### src/rtl/lin_pkg.sv
// Shared LIN definitions: resolver states, table type bits,
// special identifiers and the frame length rule.
package lin_pkg;

   typedef enum logic [2:0] {
      ST_IDLE,
      ST_CHECK,
      ST_LOOK_PUB,
      ST_LOOK_SUB,
      ST_REPORT
   } res_state_t;

   localparam logic TBL_PUB = 1'b1;
   localparam logic TBL_SUB = 1'b0;

   localparam logic [5:0] ID_DIAG_MREQ  = 6'h3C;
   localparam logic [5:0] ID_DIAG_SRESP = 6'h3D;
   localparam logic [5:0] ID_RSVD_0     = 6'h3E;
   localparam logic [5:0] ID_RSVD_1     = 6'h3F;

   function automatic logic [3:0] len_from_id(input logic [5:0] id);
      logic [3:0] len;
      unique case (1'b1)
         (id[5] & id[4]):  len = 4'd8;
         (id[5] & ~id[4]): len = 4'd4;
         default:          len = 4'd2;
      endcase
      return len;
   endfunction

endpackage

### src/rtl/lin_pid_parity.sv
// Protected-identifier parity generator: ID[5:0] -> {P1, P0}.
// Shared by the header receiver path and the header transmitter.
module lin_pid_parity (
   input  logic [5:0] id,
   output logic [1:0] par
);

   assign par[0] = id[0] ^ id[1] ^ id[2] ^ id[4];
   assign par[1] = ~(id[1] ^ id[3] ^ id[4] ^ id[5]);

endmodule

### src/rtl/lin_pid_resolver.sv
// Resolves a received PID into publish/subscribe/diag/length info
// via two PID-table lookups, with drop and parity-error counters.
module lin_pid_resolver
   import lin_pkg::*;
#(
   parameter logic [3:0] NODE_NAD = 4'h0
) (
   input  logic        PCLK,
   input  logic        PRESETn,
   input  logic [7:0]  pid_byte,
   input  logic        pid_valid,
   input  logic        abort,
   output logic [10:0] tbl_addr,
   input  logic        tbl_hit,
   input  logic        cnt_clr,
   output logic        res_valid,
   output logic [5:0]  res_id,
   output logic        res_publish,
   output logic        res_subscribe,
   output logic        res_diag,
   output logic [3:0]  res_len,
   output logic        res_parity_err,
   output logic        busy,
   output logic [7:0]  err_cnt,
   output logic [7:0]  drop_cnt
);

   res_state_t state_q, state_d;

   logic [7:0] pid_q;
   logic [5:0] id;
   logic [1:0] par;
   logic       par_err;
   logic       rsvd;
   logic       diag;
   logic       pub_q, sub_q, perr_q;
   logic       show;
   logic       live_pub, live_sub;
   logic       drop_inc, err_inc;

   logic [5:0] hold_id;
   logic       hold_pub, hold_sub, hold_diag, hold_perr;
   logic [3:0] hold_len;

   assign id = pid_q[5:0];

   lin_pid_parity u_parity (
      .id  (id),
      .par (par)
   );

   assign par_err  = (par != pid_q[7:6]);
   assign rsvd     = (id == ID_RSVD_0) || (id == ID_RSVD_1);
   assign diag     = (id == ID_DIAG_MREQ) || (id == ID_DIAG_SRESP);
   assign busy     = (state_q != ST_IDLE);
   // An abort during REPORT suppresses the result outright.
   assign show     = (state_q == ST_REPORT) && !abort;
   assign live_pub = pub_q & ~perr_q & ~rsvd;
   assign live_sub = sub_q & ~perr_q & ~rsvd;
   assign drop_inc = busy & pid_valid & ~abort;
   assign err_inc  = show & perr_q;

   // State register.
   always_ff @(posedge PCLK or negedge PRESETn) begin
      if (!PRESETn) state_q <= ST_IDLE;
      else          state_q <= state_d;
   end

   // Next-state logic; abort returns to IDLE from anywhere.
   always_comb begin
      state_d = state_q;
      unique case (state_q)
         ST_IDLE:     if (pid_valid) state_d = ST_CHECK;
         ST_CHECK:    state_d = par_err ? ST_REPORT : ST_LOOK_PUB;
         ST_LOOK_PUB: state_d = ST_LOOK_SUB;
         ST_LOOK_SUB: state_d = ST_REPORT;
         ST_REPORT:   state_d = ST_IDLE;
         default:     state_d = ST_IDLE;
      endcase
      if (abort) state_d = ST_IDLE;
   end

   // Table address is only non-zero during the two lookups.
   always_comb begin
      tbl_addr = '0;
      unique case (state_q)
         ST_LOOK_PUB: tbl_addr = {TBL_PUB, NODE_NAD, id};
         ST_LOOK_SUB: tbl_addr = {TBL_SUB, NODE_NAD, id};
         default:     tbl_addr = '0;
      endcase
   end

   // Capture the PID and the per-step verdicts of the resolution.
   always_ff @(posedge PCLK or negedge PRESETn) begin
      if (!PRESETn) begin
         pid_q  <= '0;
         pub_q  <= 1'b0;
         sub_q  <= 1'b0;
         perr_q <= 1'b0;
      end else begin
         if (state_q == ST_IDLE && pid_valid && !abort)
            pid_q <= pid_byte;
         if (state_q == ST_CHECK)
            perr_q <= par_err;
         if (state_q == ST_LOOK_PUB)
            pub_q <= tbl_hit;
         if (state_q == ST_LOOK_SUB)
            sub_q <= tbl_hit;
      end
   end

   // Latch the reported result so it persists until the next report.
   always_ff @(posedge PCLK or negedge PRESETn) begin
      if (!PRESETn) begin
         hold_id   <= '0;
         hold_pub  <= 1'b0;
         hold_sub  <= 1'b0;
         hold_diag <= 1'b0;
         hold_len  <= '0;
         hold_perr <= 1'b0;
      end else if (show) begin
         hold_id   <= id;
         hold_pub  <= live_pub;
         hold_sub  <= live_sub;
         hold_diag <= diag;
         hold_len  <= len_from_id(id);
         hold_perr <= perr_q;
      end
   end

   // Result outputs: live during a valid report, held otherwise.
   always_comb begin
      res_valid      = show;
      res_id         = hold_id;
      res_publish    = hold_pub;
      res_subscribe  = hold_sub;
      res_diag       = hold_diag;
      res_len        = hold_len;
      res_parity_err = hold_perr;
      if (show) begin
         res_id         = id;
         res_publish    = live_pub;
         res_subscribe  = live_sub;
         res_diag       = diag;
         res_len        = len_from_id(id);
         res_parity_err = perr_q;
      end
   end

   // Saturating counters; clear wins over increment.
   always_ff @(posedge PCLK or negedge PRESETn) begin
      if (!PRESETn) begin
         err_cnt  <= '0;
         drop_cnt <= '0;
      end else if (cnt_clr) begin
         err_cnt  <= '0;
         drop_cnt <= '0;
      end else begin
         if (err_inc && err_cnt != 8'hFF)
            err_cnt <= err_cnt + 8'd1;
         if (drop_inc && drop_cnt != 8'hFF)
            drop_cnt <= drop_cnt + 8'd1;
      end
   end

endmodule

### config.mk
export PLATFORM = sky130hd
export DESIGN_NAME = lin_pid_resolver
export DESIGN_NICKNAME = d
export VERILOG_FILES = /design/src/rtl/lin_pkg.sv /design/src/rtl/lin_pid_parity.sv /design/src/rtl/lin_pid_resolver.sv
export SDC_FILE = /design/constraint.sdc
export NUM_CORES = 1
export LEC_CHECK = 0
export BUFFER_PORTS_ARGS = -buffer_cell sky130_fd_sc_hd__buf_2
export CELL_PAD_IN_SITES_DETAIL_PLACEMENT = 0
export CELL_PAD_IN_SITES_GLOBAL_PLACEMENT = 1
export CORE_MARGIN = 2
export CORE_UTILIZATION = 37
export CTS_BUF_LIST = sky130_fd_sc_hd__clkbuf_4
export CTS_CLUSTER_DIAMETER = 80
export DETAILED_ROUTE_END_ITERATION = 16
export GPL_ROUTABILITY_DRIVEN = 1
export HOLD_SLACK_MARGIN = 0.02
export PLACE_DENSITY_LB_ADDON = 0.1
export SLEW_MARGIN = 20
export SYNTH_ARGS = -nofsm -noshare
export SYNTH_HDL_FRONTEND = slang
export SYNTH_SLANG_ARGS = --single-unit
### constraint.sdc
create_clock -name PCLK -period 1.8 [get_ports PCLK]
set_clock_uncertainty 0.05 [all_clocks]
set_input_delay 0.09 -clock PCLK [delete_from_list [all_inputs] [get_ports PCLK]]
set_output_delay 0.09 -clock PCLK [all_outputs]
set_load 0.02 [all_outputs]
# [Word-level counts from Yosys, hierarchy flattened]
# Index checks and enable logic that the tools add are counted.
[word_totals] regBits=44 latchBits=0 ramBits=0 romBits=0 inputBits=14 out_inout_bits=43 word_cells=75 mem_count=0
[op_classes] addsub=2 multipliers=0 div=0 magnitude_cmp=0 n_eq_ne=12 n_shift=0 n_mux=16 bitwise_logic=20 reduce_logical=12
[ops] operator="$mux 8" n=4
[ops] operator="$eq 6x6->1 const B" n=4
[ops] operator="$pmux 11 s2" n=1
[ops] operator="$add 8x1->8 const B" n=2
[ops] operator="$ne 8x8->1 const B" n=2
[ops] operator="$pmux 3 s4" n=1
[ops] operator="$and 1x1->1" n=9
[ops] operator="$mux 3" n=3
[ops] operator="$pmux 4 s2" n=1
[ops] operator="$eq 3x2->1 const B" n=2
[ops] operator="$mux 6" n=1
[ops] operator="$xor 1x1->1" n=6
[ops] operator="$logic_and 1x1->1" n=5
[ops] operator="$not 1->1" n=5
[ops] operator="$mux 1" n=4
[ops] operator="$mux 4" n=1
[ops] operator="$reduce_bool 2->1" n=2
[ops] operator="$eq 3x1->1 const B" n=1
[ops] operator="$eq 3x3->1 const B" n=1
[ops] operator="$logic_not 3->1" n=1
[ops] operator="$ne 3x3->1 const B" n=1
[ops] operator="$reduce_bool 3->1" n=1
[ops] operator="$logic_or 1x1->1" n=2
[ops] operator="$ne 2x2->1" n=1
[ops] operator="$logic_not 1->1" n=1

# [Longest topological paths before layout]
[logic_depth] word_depth=8 depth_mapped=6 ltp_nobuf=6

# [Hierarchy]
# From an unflattened synthesis, not the netlist that was laid out.
[hier_totals] hier_cells=207 area_unflattened_um2=2082.0
[by_module_without_submodules] mod="lin_pid_resolver" instances=1 cells_per_inst=202 area_per_inst_um2=2038.2 seq_area_each_um2=1101.1
[by_module_without_submodules] mod="lin_pid_parity" instances=1 cells_per_inst=5 area_per_inst_um2=43.8 seq_area_each_um2=0.0

# [Worst setup path before layout]
# No wires, ideal clock.
[synth_path] kind="register to register" startpoint="reg state_q[0]" endpoint="reg hold_id[1]" setup_ns=0.186 arrival_time_ns=1.980 required_time_ns=1.564 slack_ns=-0.415 path_stages_with_launch=6 n_path_buf=3 synth_period_minus_slack_ns=2.215 path_cell_list="dfrtp_1 -> buf_6 -> or4b_4 -> clkbuf_1 -> clkbuf_1 -> o21ai_0"
[synth_between] elab_chain_len=3
[synth_rtl] item="start: declaration" line="lin_pid_resolver.sv:28" rtl="res_state_t state_q, state_d;"
[synth_rtl] item="start signal: assignment" line="lin_pid_resolver.sv:66" rtl="else state_q <= state_d;"
[synth_rtl] item="$eq 3x3->1" line="lin_pid_resolver.sv:57" rtl="assign show = (state_q == ST_REPORT) && !abort;"
[synth_rtl] item="$logic_and 1x1->1" line="lin_pid_resolver.sv:57"
[synth_rtl] item="$mux 6"
[synth_rtl] item="net res_id[1]" line="lin_pid_resolver.sv:17" rtl="output logic [5:0] res_id,"
[synth_rtl] item="end signal: assignment" line="lin_pid_resolver.sv:122" rtl="hold_id <= id;"
[synth_rtl] item="end: declaration" line="lin_pid_resolver.sv:41" rtl="logic [5:0] hold_id;"
# The timed path passes the listed nets, and every way through them passes these cells.
# A chain may end at the register's enable or synchronous reset.

# [Worst setup path in the final report]
[layout_path] startpoint="reg state_q[1]" endpoint="out res_diag"
[layout_between] elab_chain_len=3
[layout_rtl] item="$eq 3x3->1" line="lin_pid_resolver.sv:57"
[layout_rtl] item="$logic_and 1x1->1" line="lin_pid_resolver.sv:57"
[layout_rtl] item="$mux 1"
[layout_rtl] item="end: declaration" line="lin_pid_resolver.sv:20" rtl="output logic res_diag,"
# Every way passes these cells.

==> flow_summary.html <==
<table>
<tr><th>Metric</th><th>Value</th></tr>
<tr><th colspan="2">Cells and area</th></tr>
<tr><td>Net total in the final layout</td><td>334</td></tr>
<tr><td>Antenna Cells</td><td>0</td></tr>
<tr><td>Growth of design area from synthesis to finish</td><td>53.6%</td></tr>
<tr><td>Share of layout cells above drive strength 1</td><td>between 40 and 50%</td></tr>
<tr><td>Final standard cell area without fillers</td><td>0.00338 mm2</td></tr>
<tr><th colspan="2">Clocking</th></tr>
<tr><td>Clock tree from TritonCTS</td><td>done</td></tr>
<tr><td>Skew-Pair Late Insertion Delay</td><td>around 350 ps</td></tr>
<tr><td>Clock Pin Slew Worst Setup and Hold Paths</td><td>between 100 and 150 ps</td></tr>
<tr><td>Number of CTS-inserted buffers</td><td>5</td></tr>
<tr><td>Library cell used as clock root buffer</td><td>clkbuf_4</td></tr>
<tr><td>Maximum level of the CTS H-tree</td><td>2</td></tr>
<tr><td>TritonCTS sink count</td><td>44</td></tr>
<tr><td>Maximum clock insertion buffer count</td><td>2</td></tr>
<tr><th colspan="2">Synthesis</th></tr>
<tr><td>Cells after Synth</td><td>between 200 and 250</td></tr>
<tr><td>Primary FF master, synth</td><td>dfrtp_1</td></tr>
<tr><td>Mapped Area</td><td>~0.0022 mm2</td></tr>
<tr><td>Fraction of registers with async set/reset</td><td>100%</td></tr>
<tr><td>Synthesized area per cell</td><td>between 10 and 15 um2</td></tr>
<tr><td>EDFF count, synth</td><td>0</td></tr>
<tr><td>Warning count from the yosys run</td><td>0</td></tr>
<tr><td>Distinct cell type count of the synthesized netlist</td><td>39</td></tr>
<tr><td>Register bit total from synthesis</td><td>44</td></tr>
<tr><td>Sequential cell area fraction in the yosys report</td><td>between 50% and 60%</td></tr>
<tr><th colspan="2">Worst setup path</th></tr>
<tr><td>Number of cells traversed by the worst register-to-register path</td><td>6</td></tr>
<tr><td>Type of origin of the critical path</td><td>register</td></tr>
<tr><td>Cell family with most CP delay</td><td>simple AND/OR/NAND/NOR gates</td></tr>
<tr><td>Slowest stage cell, crit path</td><td>or4b_4</td></tr>
<tr><td>Worst R2R Setup Slack</td><td>-270 ps</td></tr>
<tr><td>Reg-to-reg endpoint</td><td>err_cnt[5]</td></tr>
<tr><td>Combined buffer and inverter count along the critical path</td><td>2</td></tr>
<tr><td>Largest stage delay on the critical path</td><td>640 ps</td></tr>
<tr><td>Capturing element type of the critical path</td><td>output port</td></tr>
<tr><td>Critical path class</td><td>reg -&gt; out</td></tr>
<tr><td>Crit path arrival time</td><td>around 1900 ps</td></tr>
<tr><td>Reg-to-Reg Start</td><td>state_q[1]</td></tr>
<tr><td>CP Data Required Time</td><td>~1700 ps</td></tr>
<tr><td>Critical path peak fanout</td><td>8</td></tr>
<tr><td>Cells traversed along the worst timing path</td><td>or4b_4 &gt; buf_12 &gt; o31ai_4 &gt; buf_6</td></tr>
<tr><th colspan="2">Drt</th></tr>
<tr><td>Number of detailed-routing iterations run before antenna repair</td><td>4</td></tr>
<tr><td>DRC violations left</td><td>0</td></tr>
<tr><td>Overall via count from detail_route</td><td>1,949</td></tr>
<tr><td>Initial drt markers</td><td>33</td></tr>
<tr><td>Vias per cell</td><td>5.00</td></tr>
<tr><td>DRT Wirelength</td><td>about 5500 um</td></tr>
<tr><td>Detailed-route wire length per cell</td><td>about 14 um</td></tr>
<tr><td>Antenna violation net count after detailed routing</td><td>0</td></tr>
<tr><th colspan="2">Timing</th></tr>
<tr><td>RSZ-0062 raised after global routing</td><td>yes</td></tr>
<tr><td>Min Clock Period, post-route</td><td>around 2100 ps</td></tr>
<tr><td>Final critical-path share of the clock period</td><td>115%</td></tr>
<tr><td>Final setup violation count</td><td>23</td></tr>
<tr><td>Timing-limited maximum frequency</td><td>0.482 GHz</td></tr>
<tr><td>Number of endpoints with negative hold slack in the final report</td><td>0</td></tr>
<tr><td>Actual transition at the worst max-transition pin</td><td>between 500 and 600 ps</td></tr>
<tr><td>Final Max Tran Viols</td><td>0</td></tr>
<tr><td>Worst hold slack</td><td>around 68 ps</td></tr>
<tr><td>Worst setup slack after layout</td><td>-277 ps</td></tr>
<tr><td>Rel. slew slack</td><td>approximately two thirds</td></tr>
<tr><th colspan="2">Floorplanning</th></tr>
<tr><td>Die area</td><td>approximately 0.0066 mm2</td></tr>
<tr><td>Starting utilization of the core area</td><td>37.8%</td></tr>
<tr><td>Top-level I/O count</td><td>57</td></tr>
<tr><td>Core area</td><td>around 0.0058 mm2</td></tr>
<tr><td>Standard-cell row count</td><td>28</td></tr>
<tr><td>Y dimension of the die</td><td>a little over 80 um</td></tr>
<tr><td>Die Width</td><td>around 81 um</td></tr>
<tr><th colspan="2">Pwr</th></tr>
<tr><td>Maximum vdd drop</td><td>between 900 and 1000 uV</td></tr>
<tr><td>Power density of the placed cells</td><td>1350 mW/mm2</td></tr>
<tr><td>Overall power of the completed layout</td><td>between 4 and 5 mW</td></tr>
<tr><td>Leak pwr</td><td>approximately 1.6 nW</td></tr>
<tr><th colspan="2">Placement</th></tr>
<tr><td>Last weighted congestion value of the routability-driven placer</td><td>0.757</td></tr>
<tr><td>Post-Place Worst Slack</td><td>-33.3 ps</td></tr>
<tr><td>Port Buffers</td><td>52</td></tr>
<tr><td>Post-detail-place hpwl</td><td>around 3800 um</td></tr>
<tr><td>Post-DP Area</td><td>around 0.0028 mm2</td></tr>
<tr><th colspan="2">Global route</th></tr>
<tr><td>All-layer global routing usage</td><td>approximately 18%</td></tr>
<tr><td>Number of antenna violations at the first check in global routing</td><td>0</td></tr>
<tr><td>Overflow left after global routing</td><td>0</td></tr>
<tr><td>Vias in the first global route</td><td>roughly 1,900</td></tr>
<tr><td>Maximum number of pins on one net before global-route repair</td><td>22</td></tr>
<tr><td>Global-route wire length before repair</td><td>around 9000 um</td></tr>
<tr><th colspan="2">Outcome</th></tr>
<tr><td>Status</td><td>finished with violations</td></tr>
<tr><td>Violations in the final reports</td><td>setup timing</td></tr>
<tr><th colspan="2">Min path</th></tr>
<tr><td>Worst hold path endpoint</td><td>err_cnt[3]</td></tr>
<tr><td>HP Start</td><td>cnt_clr</td></tr>
<tr><td>Hold/Removal Path Class</td><td>in -&gt; reg</td></tr>
<tr><td>Worst hold path cell count</td><td>2</td></tr>
<tr><th colspan="2">Run</th></tr>
<tr><td>Max-cap violation count</td><td>0</td></tr>
</table>
## cell type report
cell class	instances	area, um2
sequential	44	1100
multi-input combinational	155	1250
clock buffer	5	37.5
clock inverter	3	42.5
inverter	8	42.5
timing repair buffer	100	805
fill	539	2440
tap	75	93.8
## per-stage QoR
stage | util [%] | std cells | setup TNS (ps)
5_1_grt | 58.1 | 390 | -6500
3_5_place_dp | 47.7 | 364 | -72.1
3_3_place_gp | 47.7 | 364 | -19.0
2_1_floorplan | - | 220 | -431
4_1_cts | 55.3 | 389 | -4690
6_report | 58.1 | 390 | -4520
## sequential cells by signal (all words and copies together) (netlist names)
signal     cells
state_q        3
hold_perr      1
hold_pub       1
sub_q          1
pub_q          1
hold_id        6
pid_q          8
hold_len       4
perr_q         1
err_cnt        8
hold_sub       1
drop_cnt       8
hold_diag      1
## layout by cell type, fill, tap and decap left out, types with 4 or more instances in the layout
cell and n:
nor2_1 10, nand3_1 5, conb_1 4, clkbuf_4 5, and2_1 6, buf_2 38, or4_1 6, ha_1 5
buf_6 21, inv_1 5, mux2_2 10, nor3_1 4, nand2_2 10, nand2b_1 4, nand2_4 8, dlygate4sd3_1 12
nand2_1 17, dfrtp_1 44, a21oi_1 9, buf_4 26
## worst max-delay path by stage
| stage | from | to | cells after the start |
|---|---|---|---|
| finish | state_q[1] | res_diag | 4 |
| global route | state_q[1] | err_cnt[5] | 6 |
| CTS | state_q[0] | res_diag | 4 |
| detailed placement | state_q[1] | err_cnt[6] | 5 |
| global placement | state_q[1] | err_cnt[7] | 5 |
| floorplan | state_q[0] | err_cnt[7] | 6 |
## logic make-up (layout without fill, tap and decap cells)
group | after synthesis | in the layout | share of synthesized area, %
AO/OA/AOI/OAI | 38 | 38 | 12.0
XOR/XNOR | 6 | 6 | 3.02
adder cells (fa/ha/maj) | 6 | 6 | 3.41
buffers and inverters | 21 | 116 | 4.89
flip-flops | 44 | 44 | 50.1
multiplexers | 12 | 12 | 6.03
other | 1 | 4 | 0.171
AND/OR/NAND/NOR | 89 | 89 | 20.4
## Yosys cell counts, types with 7 or more instances
cell,n,area (um2)
inv_1,7,26.3
nand2_1,36,135
mux2_2,10,113
a21oi_1,12,60.1
o21ai_0,9,45.0
dfrtp_1,44,1100
nor2_1,11,41.3
or4_1,8,60.1
## metal layers
metal / wire length (um) / global-route usage (%) / share of wire, %
met1: 2450 / 23.1 / 45
met5: 0 / 0 / 0
met3: 221 / 3.89 / 4.0
met2: 2760 / 30.9 / 50
met4: 65 / 4.07 / 1.2
## power breakdown
| part | total, mW | internal, mW | switching (mW) |
|---|---|---|---|
| combinational | 2.48 | 1.27 | 1.21 |
| sequential | 1.45 | 1.25 | 0.202 |
| clock | 0.627 | 0.290 | 0.338 |
| total | 4.56 | 2.81 | 1.75 |
## repair_timing
| action | in CTS | in global routing |
|---|---|---|
| hold endpoints to repair | 32 | 0 |
| endpoints found under the setup margin | 19 | 39 |
| cloned | 1 | 0 |
| gates resized for setup | 54 | 32 |
| buffers inserted | 4 | 3 |
| pin swaps | 16 | 14 |
| hold buffers | 12 | 0 |
Power figures use the tool's default switching activity.
